==> config.mk <==
export PLATFORM = sky130hd
export DESIGN_NAME = mii_rx_framer
export DESIGN_NICKNAME = d
export VERILOG_FILES = /design/src/rtl/mii_pkg.sv /design/src/rtl/mii_crc32_byte.sv /design/src/rtl/mii_rx_framer.sv
export SDC_FILE = /design/constraint.sdc
export NUM_CORES = 1
export LEC_CHECK = 0
export ABC_AREA = 1
export CAP_MARGIN = 10
export CORE_MARGIN = 4
export CORE_UTILIZATION = 45
export DETAILED_ROUTE_END_ITERATION = 8
export GPL_TIMING_DRIVEN = 0
export PLACE_DENSITY_LB_ADDON = 0.25
export SLEW_MARGIN = 10
export SYNTH_ARGS = -nofsm -noshare
export SYNTH_HDL_FRONTEND = slang
export SYNTH_HIERARCHICAL = 1
export SYNTH_SLANG_ARGS = --single-unit
==> constraint.sdc <==
create_clock -name clk -period 10.5 [get_ports clk]
set_input_delay 2.1 -clock clk [delete_from_list [all_inputs] [get_ports clk]]
set_output_delay 2.1 -clock clk [all_outputs]
set_load 0.005 [all_outputs]
==> src/rtl/mii_pkg.sv <==
// Shared types and constants for the MII receive framer and its CRC helper.
package mii_pkg;

  typedef enum logic [1:0] {
    IDLE,
    PRE,
    BODY,
    DROP
  } mii_state_e;

  localparam logic [3:0]  SFD_NIBBLE  = 4'hD;
  localparam logic [3:0]  PRE_NIBBLE  = 4'h5;
  localparam int unsigned HDR_BYTES   = 14;
  localparam int unsigned FCS_BYTES   = 4;
  localparam logic [31:0] CRC_POLY    = 32'h04C11DB7;
  localparam logic [31:0] CRC_RESIDUE = 32'hC704DD7B;

  localparam int unsigned ERR_ALIGN    = 0;
  localparam int unsigned ERR_RUNT     = 1;
  localparam int unsigned ERR_OVERSIZE = 2;

  function automatic logic [31:0] reflect32(input logic [31:0] v);
    logic [31:0] r;
    r = '0;
    for (int unsigned i = 0; i < 32; i++) begin
      r[i] = v[31-i];
    end
    return r;
  endfunction

endpackage

==> src/rtl/mii_crc32_byte.sv <==
// Combinational one-byte update of a reflected (LSB-first) CRC-32 register.
module mii_crc32_byte
  import mii_pkg::*;
(
  input  logic [31:0] crc_i,
  input  logic [7:0]  data_i,
  output logic [31:0] crc_o
);

  localparam logic [31:0] POLY_REFL = reflect32(CRC_POLY);

  always_comb begin
    logic [31:0] c;
    c = crc_i;
    for (int unsigned i = 0; i < 8; i++) begin
      if (c[0] ^ data_i[i]) begin
        c = (c >> 1) ^ POLY_REFL;
      end else begin
        c = c >> 1;
      end
    end
    crc_o = c;
  end

endmodule

==> src/rtl/mii_rx_framer.sv <==
// MII receive framer: strips preamble/SFD, latches the header, streams payload minus FCS.
// Define MII_RX_CRC_CHECK_EN to check the frame CRC; otherwise frm_crc_ok reports 1.
module mii_rx_framer
  import mii_pkg::*;
#(
  parameter int unsigned MAX_FRAME    = 1518,
  parameter int unsigned MIN_FRAME    = 64,
  parameter int unsigned MIN_PREAMBLE = 1
) (
  input  logic        clk,
  input  logic        rst,
  input  logic        nib_stb,
  input  logic        nib_en,
  input  logic [3:0]  nib_d,
  output logic [47:0] dst_mac,
  output logic [47:0] src_mac,
  output logic [15:0] eth_type,
  output logic        hdr_valid,
  output logic        out_valid,
  output logic [7:0]  out_data,
  output logic        out_sof,
  output logic        frm_done,
  output logic [10:0] frm_len,
  output logic        frm_crc_ok,
  output logic [2:0]  frm_err
);

  localparam logic [10:0] MAX_LEN   = 11'(MAX_FRAME);
  localparam logic [10:0] MIN_LEN   = 11'(MIN_FRAME);
  localparam logic [10:0] HDR_LEN   = 11'(HDR_BYTES);
  localparam logic [3:0]  MIN_PRE   = 4'(MIN_PREAMBLE);
  localparam logic [2:0]  FIFO_FULL = 3'(FCS_BYTES);

  mii_state_e state_q, state_d;
  logic [3:0]  pcnt_q, pcnt_d;
  logic [10:0] byte_cnt_q, byte_cnt_d;
  logic        half_q, half_d;
  logic [3:0]  lo_nib_q, lo_nib_d;
  logic [FCS_BYTES-1:0][7:0] fifo_q, fifo_d;
  logic [2:0]  fcnt_q, fcnt_d;
  logic        sof_pend_q, sof_pend_d;
  logic        oversize_q, oversize_d;
  logic [47:0] dst_q, dst_d;
  logic [47:0] src_q, src_d;
  logic [15:0] type_q, type_d;
  logic        hdr_valid_q, hdr_valid_d;
  logic        out_valid_q, out_valid_d;
  logic [7:0]  out_data_q, out_data_d;
  logic        out_sof_q, out_sof_d;
  logic        frm_done_q, frm_done_d;
  logic [10:0] frm_len_q, frm_len_d;
  logic        frm_crc_ok_q, frm_crc_ok_d;
  logic [2:0]  frm_err_q, frm_err_d;

  logic [7:0]  byte_w;
  logic [10:0] cnt_inc;
  logic        crc_ok;

  assign byte_w  = {nib_d, lo_nib_q};
  assign cnt_inc = (&byte_cnt_q) ? byte_cnt_q : byte_cnt_q + 11'd1;

`ifdef MII_RX_CRC_CHECK_EN
  logic [31:0] crc_q, crc_d, crc_next;

  mii_crc32_byte u_crc (
    .crc_i  (crc_q),
    .data_i (byte_w),
    .crc_o  (crc_next)
  );

  // The register shifts LSB-first, so compare against the residue in reflected order.
  assign crc_ok = (reflect32(crc_q) == CRC_RESIDUE);
`else
  assign crc_ok = 1'b1;
`endif

  always_comb begin
    state_d      = state_q;
    pcnt_d       = pcnt_q;
    byte_cnt_d   = byte_cnt_q;
    half_d       = half_q;
    lo_nib_d     = lo_nib_q;
    fifo_d       = fifo_q;
    fcnt_d       = fcnt_q;
    sof_pend_d   = sof_pend_q;
    oversize_d   = oversize_q;
    dst_d        = dst_q;
    src_d        = src_q;
    type_d       = type_q;
    hdr_valid_d  = hdr_valid_q;
    out_valid_d  = out_valid_q;
    out_data_d   = out_data_q;
    out_sof_d    = out_sof_q;
    frm_done_d   = 1'b0;
    frm_len_d    = frm_len_q;
    frm_crc_ok_d = frm_crc_ok_q;
    frm_err_d    = frm_err_q;
`ifdef MII_RX_CRC_CHECK_EN
    crc_d        = crc_q;
`endif

    if (nib_stb) begin
      hdr_valid_d = 1'b0;
      out_valid_d = 1'b0;
      out_sof_d   = 1'b0;

      unique case (state_q)
        IDLE: begin
          if (nib_en && nib_d == PRE_NIBBLE) begin
            state_d    = PRE;
            pcnt_d     = 4'd1;
            byte_cnt_d = '0;
            half_d     = 1'b0;
            oversize_d = 1'b0;
`ifdef MII_RX_CRC_CHECK_EN
            crc_d      = '1;
`endif
          end
        end

        PRE: begin
          if (!nib_en) begin
            state_d = IDLE;
          end else if (nib_d == PRE_NIBBLE) begin
            if (pcnt_q != 4'hF) pcnt_d = pcnt_q + 4'd1;
          end else if (nib_d == SFD_NIBBLE && pcnt_q >= MIN_PRE) begin
            state_d    = BODY;
            fcnt_d     = '0;
            sof_pend_d = 1'b1;
          end else begin
            state_d = DROP;
          end
        end

        BODY: begin
          if (!nib_en) begin
            state_d = IDLE;
          end else if (!half_q) begin
            lo_nib_d = nib_d;
            half_d   = 1'b1;
          end else begin
            half_d     = 1'b0;
            byte_cnt_d = cnt_inc;
`ifdef MII_RX_CRC_CHECK_EN
            crc_d      = crc_next;
`endif
            if (byte_cnt_q < 11'd6) begin
              dst_d = {dst_q[39:0], byte_w};
            end else if (byte_cnt_q < 11'd12) begin
              src_d = {src_q[39:0], byte_w};
            end else if (byte_cnt_q < HDR_LEN) begin
              type_d      = {type_q[7:0], byte_w};
              hdr_valid_d = (byte_cnt_q == HDR_LEN - 11'd1);
            end else begin
              // Payload runs through a delay line sized to the FCS, so the FCS is never emitted.
              if (fcnt_q == FIFO_FULL) begin
                out_valid_d = 1'b1;
                out_data_d  = fifo_q[FCS_BYTES-1];
                out_sof_d   = sof_pend_q;
                sof_pend_d  = 1'b0;
              end else begin
                fcnt_d = fcnt_q + 3'd1;
              end
              fifo_d = {fifo_q[FCS_BYTES-2:0], byte_w};
            end
            if (cnt_inc == MAX_LEN) begin
              oversize_d = 1'b1;
              state_d    = DROP;
            end
          end
        end

        DROP: begin
          if (!nib_en) state_d = IDLE;
        end

        default: state_d = IDLE;
      endcase

      if (!nib_en && (state_q == BODY || state_q == DROP)) begin
        frm_done_d               = 1'b1;
        frm_len_d                = byte_cnt_q;
        frm_crc_ok_d             = crc_ok;
        frm_err_d[ERR_OVERSIZE]  = oversize_q;
        frm_err_d[ERR_RUNT]      = (byte_cnt_q < MIN_LEN);
        frm_err_d[ERR_ALIGN]     = half_q;
      end
    end
  end

  always_ff @(posedge clk or posedge rst) begin
    if (rst) begin
      state_q      <= IDLE;
      pcnt_q       <= '0;
      byte_cnt_q   <= '0;
      half_q       <= 1'b0;
      lo_nib_q     <= '0;
      fifo_q       <= '0;
      fcnt_q       <= '0;
      sof_pend_q   <= 1'b0;
      oversize_q   <= 1'b0;
      dst_q        <= '0;
      src_q        <= '0;
      type_q       <= '0;
      hdr_valid_q  <= 1'b0;
      out_valid_q  <= 1'b0;
      out_data_q   <= '0;
      out_sof_q    <= 1'b0;
      frm_done_q   <= 1'b0;
      frm_len_q    <= '0;
      frm_crc_ok_q <= 1'b0;
      frm_err_q    <= '0;
`ifdef MII_RX_CRC_CHECK_EN
      crc_q        <= '1;
`endif
    end else begin
      state_q      <= state_d;
      pcnt_q       <= pcnt_d;
      byte_cnt_q   <= byte_cnt_d;
      half_q       <= half_d;
      lo_nib_q     <= lo_nib_d;
      fifo_q       <= fifo_d;
      fcnt_q       <= fcnt_d;
      sof_pend_q   <= sof_pend_d;
      oversize_q   <= oversize_d;
      dst_q        <= dst_d;
      src_q        <= src_d;
      type_q       <= type_d;
      hdr_valid_q  <= hdr_valid_d;
      out_valid_q  <= out_valid_d;
      out_data_q   <= out_data_d;
      out_sof_q    <= out_sof_d;
      frm_done_q   <= frm_done_d;
      frm_len_q    <= frm_len_d;
      frm_crc_ok_q <= frm_crc_ok_d;
      frm_err_q    <= frm_err_d;
`ifdef MII_RX_CRC_CHECK_EN
      crc_q        <= crc_d;
`endif
    end
  end

  assign dst_mac    = dst_q;
  assign src_mac    = src_q;
  assign eth_type   = type_q;
  assign hdr_valid  = hdr_valid_q;
  assign out_valid  = out_valid_q;
  assign out_data   = out_data_q;
  assign out_sof    = out_sof_q;
  assign frm_done   = frm_done_q;
  assign frm_len    = frm_len_q;
  assign frm_crc_ok = frm_crc_ok_q;
  assign frm_err    = frm_err_q;

endmodule

# --- Yosys cells after proc, flatten, opt, wreduce, memory -nomap -nowiden ---
# Cells that the tools add are included.
totals:
  ramBits: 0
  mem_count: 0
  input_bits: 8
  latchBits: 0
  ff_bits: 198
  output_inout_bits: 139
  wordCells: 155
  romBits: 0
classes:
  bitwise_logic: 4
  muxes: 69
  n_addsub: 3
  n_shift: 0
  div: 0
  n_lt_le_gt_ge: 5
  n_reduce_logical: 24
  eq_ne: 27
  multipliers: 0
op_table:
  columns: ["op", "count"]
  rows:
  - ["11-bit 2-to-1 mux", 4]
  - ["1-bit 2-to-1 mux", 38]
  - ["11-bit AND reduction", 3]
  - ["2-bit inequality test (second input constant)", 15]
  - ["3-bit 2-to-1 mux", 9]
  - ["6-bit AND reduction", 4]
  - ["11-bit by 4-bit less-than comparator with 1-bit output (second input constant)", 2]
  - ["11-bit one-hot mux with 2 select lines", 1]
  - ["4-bit 2-to-1 mux", 4]
  - ["2-bit 2-to-1 mux", 7]
  - ["7-bit AND reduction", 2]
  - ["11-bit by 1-bit adder with 11-bit output (second input constant)", 1]
  - ["11-bit equality test (second input constant)", 1]
  - ["11-bit by 4-bit equality test with 1-bit output (second input constant)", 1]
  - ["11-bit by 3-bit less-than comparator with 1-bit output (second input constant)", 1]
  - ["11-bit by 7-bit less-than comparator with 1-bit output (second input constant)", 1]
  - ["5-bit AND reduction", 2]
  - ["3-bit inequality test (second input constant)", 3]
  - ["2-bit one-hot mux with 4 select lines", 1]
  - ["4-bit one-hot mux with 2 select lines", 1]
  - ["4-bit AND reduction", 2]
  - ["8-bit AND reduction", 1]
  - ["1-bit one-hot mux with 2 select lines", 3]
  - ["3-bit one-hot mux with 2 select lines", 1]
  - ["other kinds (16)", 24]

# --- Logic depth before layout (Yosys ltp) ---
depth:
  ltp_word: 8
  mapped_depth: 14
  mapped_depth_nobuf: 14

# --- Worst setup path before layout ---
# OpenSTA, ideal clock, no wires.
synth_path:
  kind: "input port to flip-flop"
  startpoint: "input port nib_en"
  endpoint: "register src_q[19], in the netlist src_mac[19]"
  setup_ns: 0.123
  required_ns: 10.377
  slack_ns: 7.137
  n_path_buf: 2
  t_arrival_ns: 3.240
  stages: 11
  path_cell_list: "inv_1 -> nor2_4 -> nand2_2 -> nor2_8 -> inv_4 -> a21oi_2 -> nand3_2 -> buf_6 -> buf_8 -> nand2_2 -> o21ai_2"
synth_via:
  elab_chain_len: 1
synth_rtl:
  columns: ["element", "line_no", "rtl"]
  rows:
  - ["start, declared", "mii_rx_framer.sv:13", "input logic nib_en,"]
  - ["6-bit AND reduction (no source line)", null, null]
  - ["end signal, assigned", "mii_rx_framer.sv:227", "src_q <= src_d;"]
  - ["end, declared", "mii_rx_framer.sv:44", "logic [47:0] src_q, src_d;"]
# No other way between the ends.
# A chain may end at the register's enable or synchronous reset.

# --- Worst setup path after layout ---
layout_path:
  startpoint: "input port nib_stb"
  endpoint: "register frm_len_q[8], in the netlist frm_len[8]"
layout_via:
  elab_chain_len: 1
layout_rtl:
  columns: ["element", "line_no", "rtl"]
  rows:
  - ["start, declared", "mii_rx_framer.sv:12", "input logic nib_stb,"]
  - ["2-bit AND reduction (no source line)", null, null]
  - ["end signal, assigned", "mii_rx_framer.sv:234", "frm_len_q <= frm_len_d;"]
  - ["end, declared", "mii_rx_framer.sv:51", "logic [10:0] frm_len_q, frm_len_d;"]
# No other way between the ends.

==> impl_metrics.env <==
export IMPL_status="complete, no violations"
export IMPL_wirelength_um=19100
export IMPL_clk_path_buf_depth=2
export IMPL_synth_compound_area_share=0.121
export IMPL_hold_viol_final=0
export IMPL_synth_area_top_cells="dfrtp_1 60%, nand2_1 8.8%, inv_1 5.1%"
export IMPL_overflow=0
export IMPL_tightestPinTransition_ps=807
export IMPL_min_period_ps=4120
export IMPL_drive_gt1_frac=0.132
export IMPL_r2r_cells=14
export IMPL_nNetsFinal=1049
export IMPL_wire_per_inst_um=14.9
export IMPL_gp_congestion=0.868
export IMPL_clkTransAtPathRegs_ps=80
export IMPL_synth_commonest_cells="198 x dfrtp_1, 196 x nand2_1, 113 x inv_1"
export IMPL_grt_pass1_wl_um=31300
export IMPL_setup_viol=0
export IMPL_setup_tns_final_ps=0
export IMPL_finalCritPeriodShare=0.393
export IMPL_cp_required_ps=10830
export IMPL_route_detailed_drc=0
export IMPL_synthSimpleGateAreaFrac=0.173
export IMPL_die_area_um2=20700
export IMPL_yosys_cell_types_count=37
export IMPL_r2r_start="byte_cnt_q[0]"
export IMPL_cpPeakStageDelay_ps=590
export IMPL_synth_edf_count=0
export IMPL_post_cts_buffers=0
export IMPL_synthAdderAreaFrac=0.0105
export IMPL_whs_ps=473
export IMPL_portBuffers=146
export IMPL_h_tree_depth=4
export IMPL_multi_input_area_um2=2740
export IMPL_muxShareOfSynthArea=0.0216
export IMPL_cp_max_fo=10
export IMPL_yosys_most_used_dff="dfrtp_1"
export IMPL_core_area_um2=18100
export IMPL_drtAntennaViolNets=0
export IMPL_ys_seq_area_frac=0.595
export IMPL_cts_sinks=198
export IMPL_synth_area_leader_cell="dfrtp_1"
export IMPL_vdd_drop_max_mv=0.126
export IMPL_clk_latency_ps=440
export IMPL_min_path_type="flop to flop"
export IMPL_r2r_end="state_q[0]"
export IMPL_startpoint="nib_stb"
export IMPL_maxSlewViolCount=0
export IMPL_endpoint="frm_len[8]"
export IMPL_yosys_warnings=6
export IMPL_dr_pass1_iters=4
export IMPL_drv_cap=0
export IMPL_r2r_setup_slack_ps=8170
export IMPL_synth_async_reset_ratio=1.00
export IMPL_cts_root_buf="clkbuf_16"
export IMPL_max_slew_margin=0.462
export IMPL_start_util=0.460
export IMPL_syn_area_um2=8330
export IMPL_synth_nets=883
export IMPL_power_leakage_nw=4.99
export IMPL_drt_iter0_markers=364
export IMPL_antenna_found_initial=0
export IMPL_skew_ps=21.1
export IMPL_dp_hpwl_um=13700
export IMPL_fp_row_count=49
export IMPL_fp_dieW_um=144
export IMPL_path_class="input pin to flop"
export IMPL_n_antenna_cell=0
export IMPL_grt_max_degree=115
export IMPL_grt_pass1_vias=6031
export IMPL_cts_hold_fix_buffers=0
export IMPL_syn_inst=868
export IMPL_synth_xor_area_frac=0.00316
export IMPL_power_frac_comb=0.236
export IMPL_p_sw_frac=0.306
export IMPL_p_per_area_nw_per_um2=207
export IMPL_arrival_ps=4460
export IMPL_track_usage=0.191
export IMPL_avgSynthCellArea_um2=9.59
export IMPL_syn_to_final_growth_pct=28.3
export IMPL_cts_resized=0
export IMPL_start_kind="input pin"
export IMPL_p_sw_mw=0.676
export IMPL_regArea_um2=4950
export IMPL_seqPwrFrac=0.475
export IMPL_p_int_mw=1.54
export IMPL_crit_chain="clkdlybuf4s50_1, inv_1, nor3_1, clkinv_1, clkbuf_1, o21ai_0"
export IMPL_numCtsBuffers=17
export IMPL_rsz0062_at_grt="no"
export IMPL_clkPwrFrac=0.289
export IMPL_via_per_inst=4.90
export IMPL_synth_top_family_by_area="simple AND/OR/NAND/NOR gates"
export IMPL_critPathSlowestCell="clkdlybuf4s50_1"
export IMPL_fill_cells=1599
export IMPL_synth_top_area_frac=0.595
export IMPL_synth_most_common_cell="dfrtp_1"
export IMPL_pin_count=147
export IMPL_timing_fmax_mhz=243
export IMPL_ys_seq_elements=198
export IMPL_die_h_um=144
export IMPL_endpoint_kind="flop"
export IMPL_cts_tree="yes"
export IMPL_vias=6256
==> power by group through the flow <==
stage	clock, mW	sequential (mW)	combinational, mW
after floorplan	0	1.05	0.232
after global routing	0.688	1.07	0.590
after CTS	0.655	1.05	0.532
final	0.639	1.05	0.523
after detailed placement	0	1.06	0.529
after global placement	0	1.06	0.517
==> layout make-up <==
cell class,instances,area share
Buffer,30,0.0172
Clock buffer,17,0.0398
Clock inverter,15,0.0138
Inverter,119,0.0428
Multi-Input combinational cell,521,0.256
Sequential cell,198,0.464
Tap cell,229,0.0268
Timing Repair Buffer,147,0.139
==> cell families (layout without fill, tap and decap cells) <==
| family | after synthesis | after routing |
|---|---|---|
| XOR/XNOR | 3 | 3 |
| adder cells (fa/ha/maj) | 7 | 7 |
| AND/OR/NAND/NOR | 319 | 319 |
| AO/OA/AOI/OAI | 176 | 176 |
| multiplexers | 16 | 16 |
| buffers and inverters | 149 | 328 |
| flip-flops | 198 | 198 |
==> how the worst min path moves through the flow <==
stage,startpoint,endpoint,cells after the start
detailed placement,frm_crc_ok,frm_crc_ok,1
global placement,fifo_q[15],fifo_q[15],2
global route,fifo_q[14],fifo_q[14],2
finish,out_data[7],out_data[7],2
floorplan,fifo_q[10],fifo_q[10],2
CTS,fifo_q[14],fifo_q[14],2
==> layout by cell type (no fill, tap or decap), types with 2 or more instances in the layout <==
master,netlist,layout
o21ai_0,83,83
inv_6,0,5
o21ai_1,34,34
clkbuf_16,0,17
buf_8,4,4
nor2_4,3,3
inv_1,113,112
mux2_1,12,12
nand2_1,196,196
nor3_1,6,6
o22ai_1,5,5
nand3b_1,3,3
clkbuf_1,10,10
nand2_2,41,41
xor2_1,3,3
nand4_1,2,2
clkdlybuf4s50_1,0,146
clkinv_4,0,3
dfrtp_1,198,198
inv_8,0,6
mux2_2,4,4
ha_1,7,7
buf_2,15,15
nor2_1,43,43
nor2_8,2,2
inv_2,4,4
nand3_2,2,2
nand3_1,18,18
a21oi_1,25,25
o21ai_2,23,23
==> metal layers <==
| metal | part of all wire | vias up | routed length (µm) | global-route usage |
|---|---|---|---|---|
| li1 | - | 3078 | - | - |
| met1 | 0.48 | 2997 | 9090 | 0.274 |
| met2 | 0.46 | 146 | 8780 | 0.290 |
| met3 | 0.036 | 35 | 677 | 0.0364 |
| met4 | 0.027 | 0 | 514 | 0.0704 |
| met5 | 0 | - | 0 | 0 |
==> worst max-delay path, delay by kind of cell <==
| kind | cells | cell delay [ps] |
|---|---|---|
| AO/OA/AOI/OAI | 1 | 260 |
| buffers and inverters | 4 | 1500 |
| AND/OR/NAND/NOR | 1 | 590 |
==> registers in the layout, indices dropped and copies added (netlist names), 2 cells and up <==
signal	count
out_data	8
lo_nib_q	4
frm_len	11
frm_err	3
byte_cnt_q	11
fifo_q	32
eth_type	16
src_mac	48
pcnt_q	4
dst_mac	48
fcnt_q	3
state_q	2
==> metrics by stage <==
stage          cell area (µm²)  worst slack, ps   util  power [mW]  std cells
6_report                 10700             6380  0.591        2.21       1276
5_1_grt                  10700             6230  0.591        2.35       1276
4_1_cts                  10700             6400  0.591        2.24       1276
3_5_place_dp             10100             5950  0.559        1.59       1244
3_3_place_gp             10100              338  0.557        1.58       1243
2_1_floorplan             8330             3000      -        1.29        868
(Power assumes the default switching activity.)
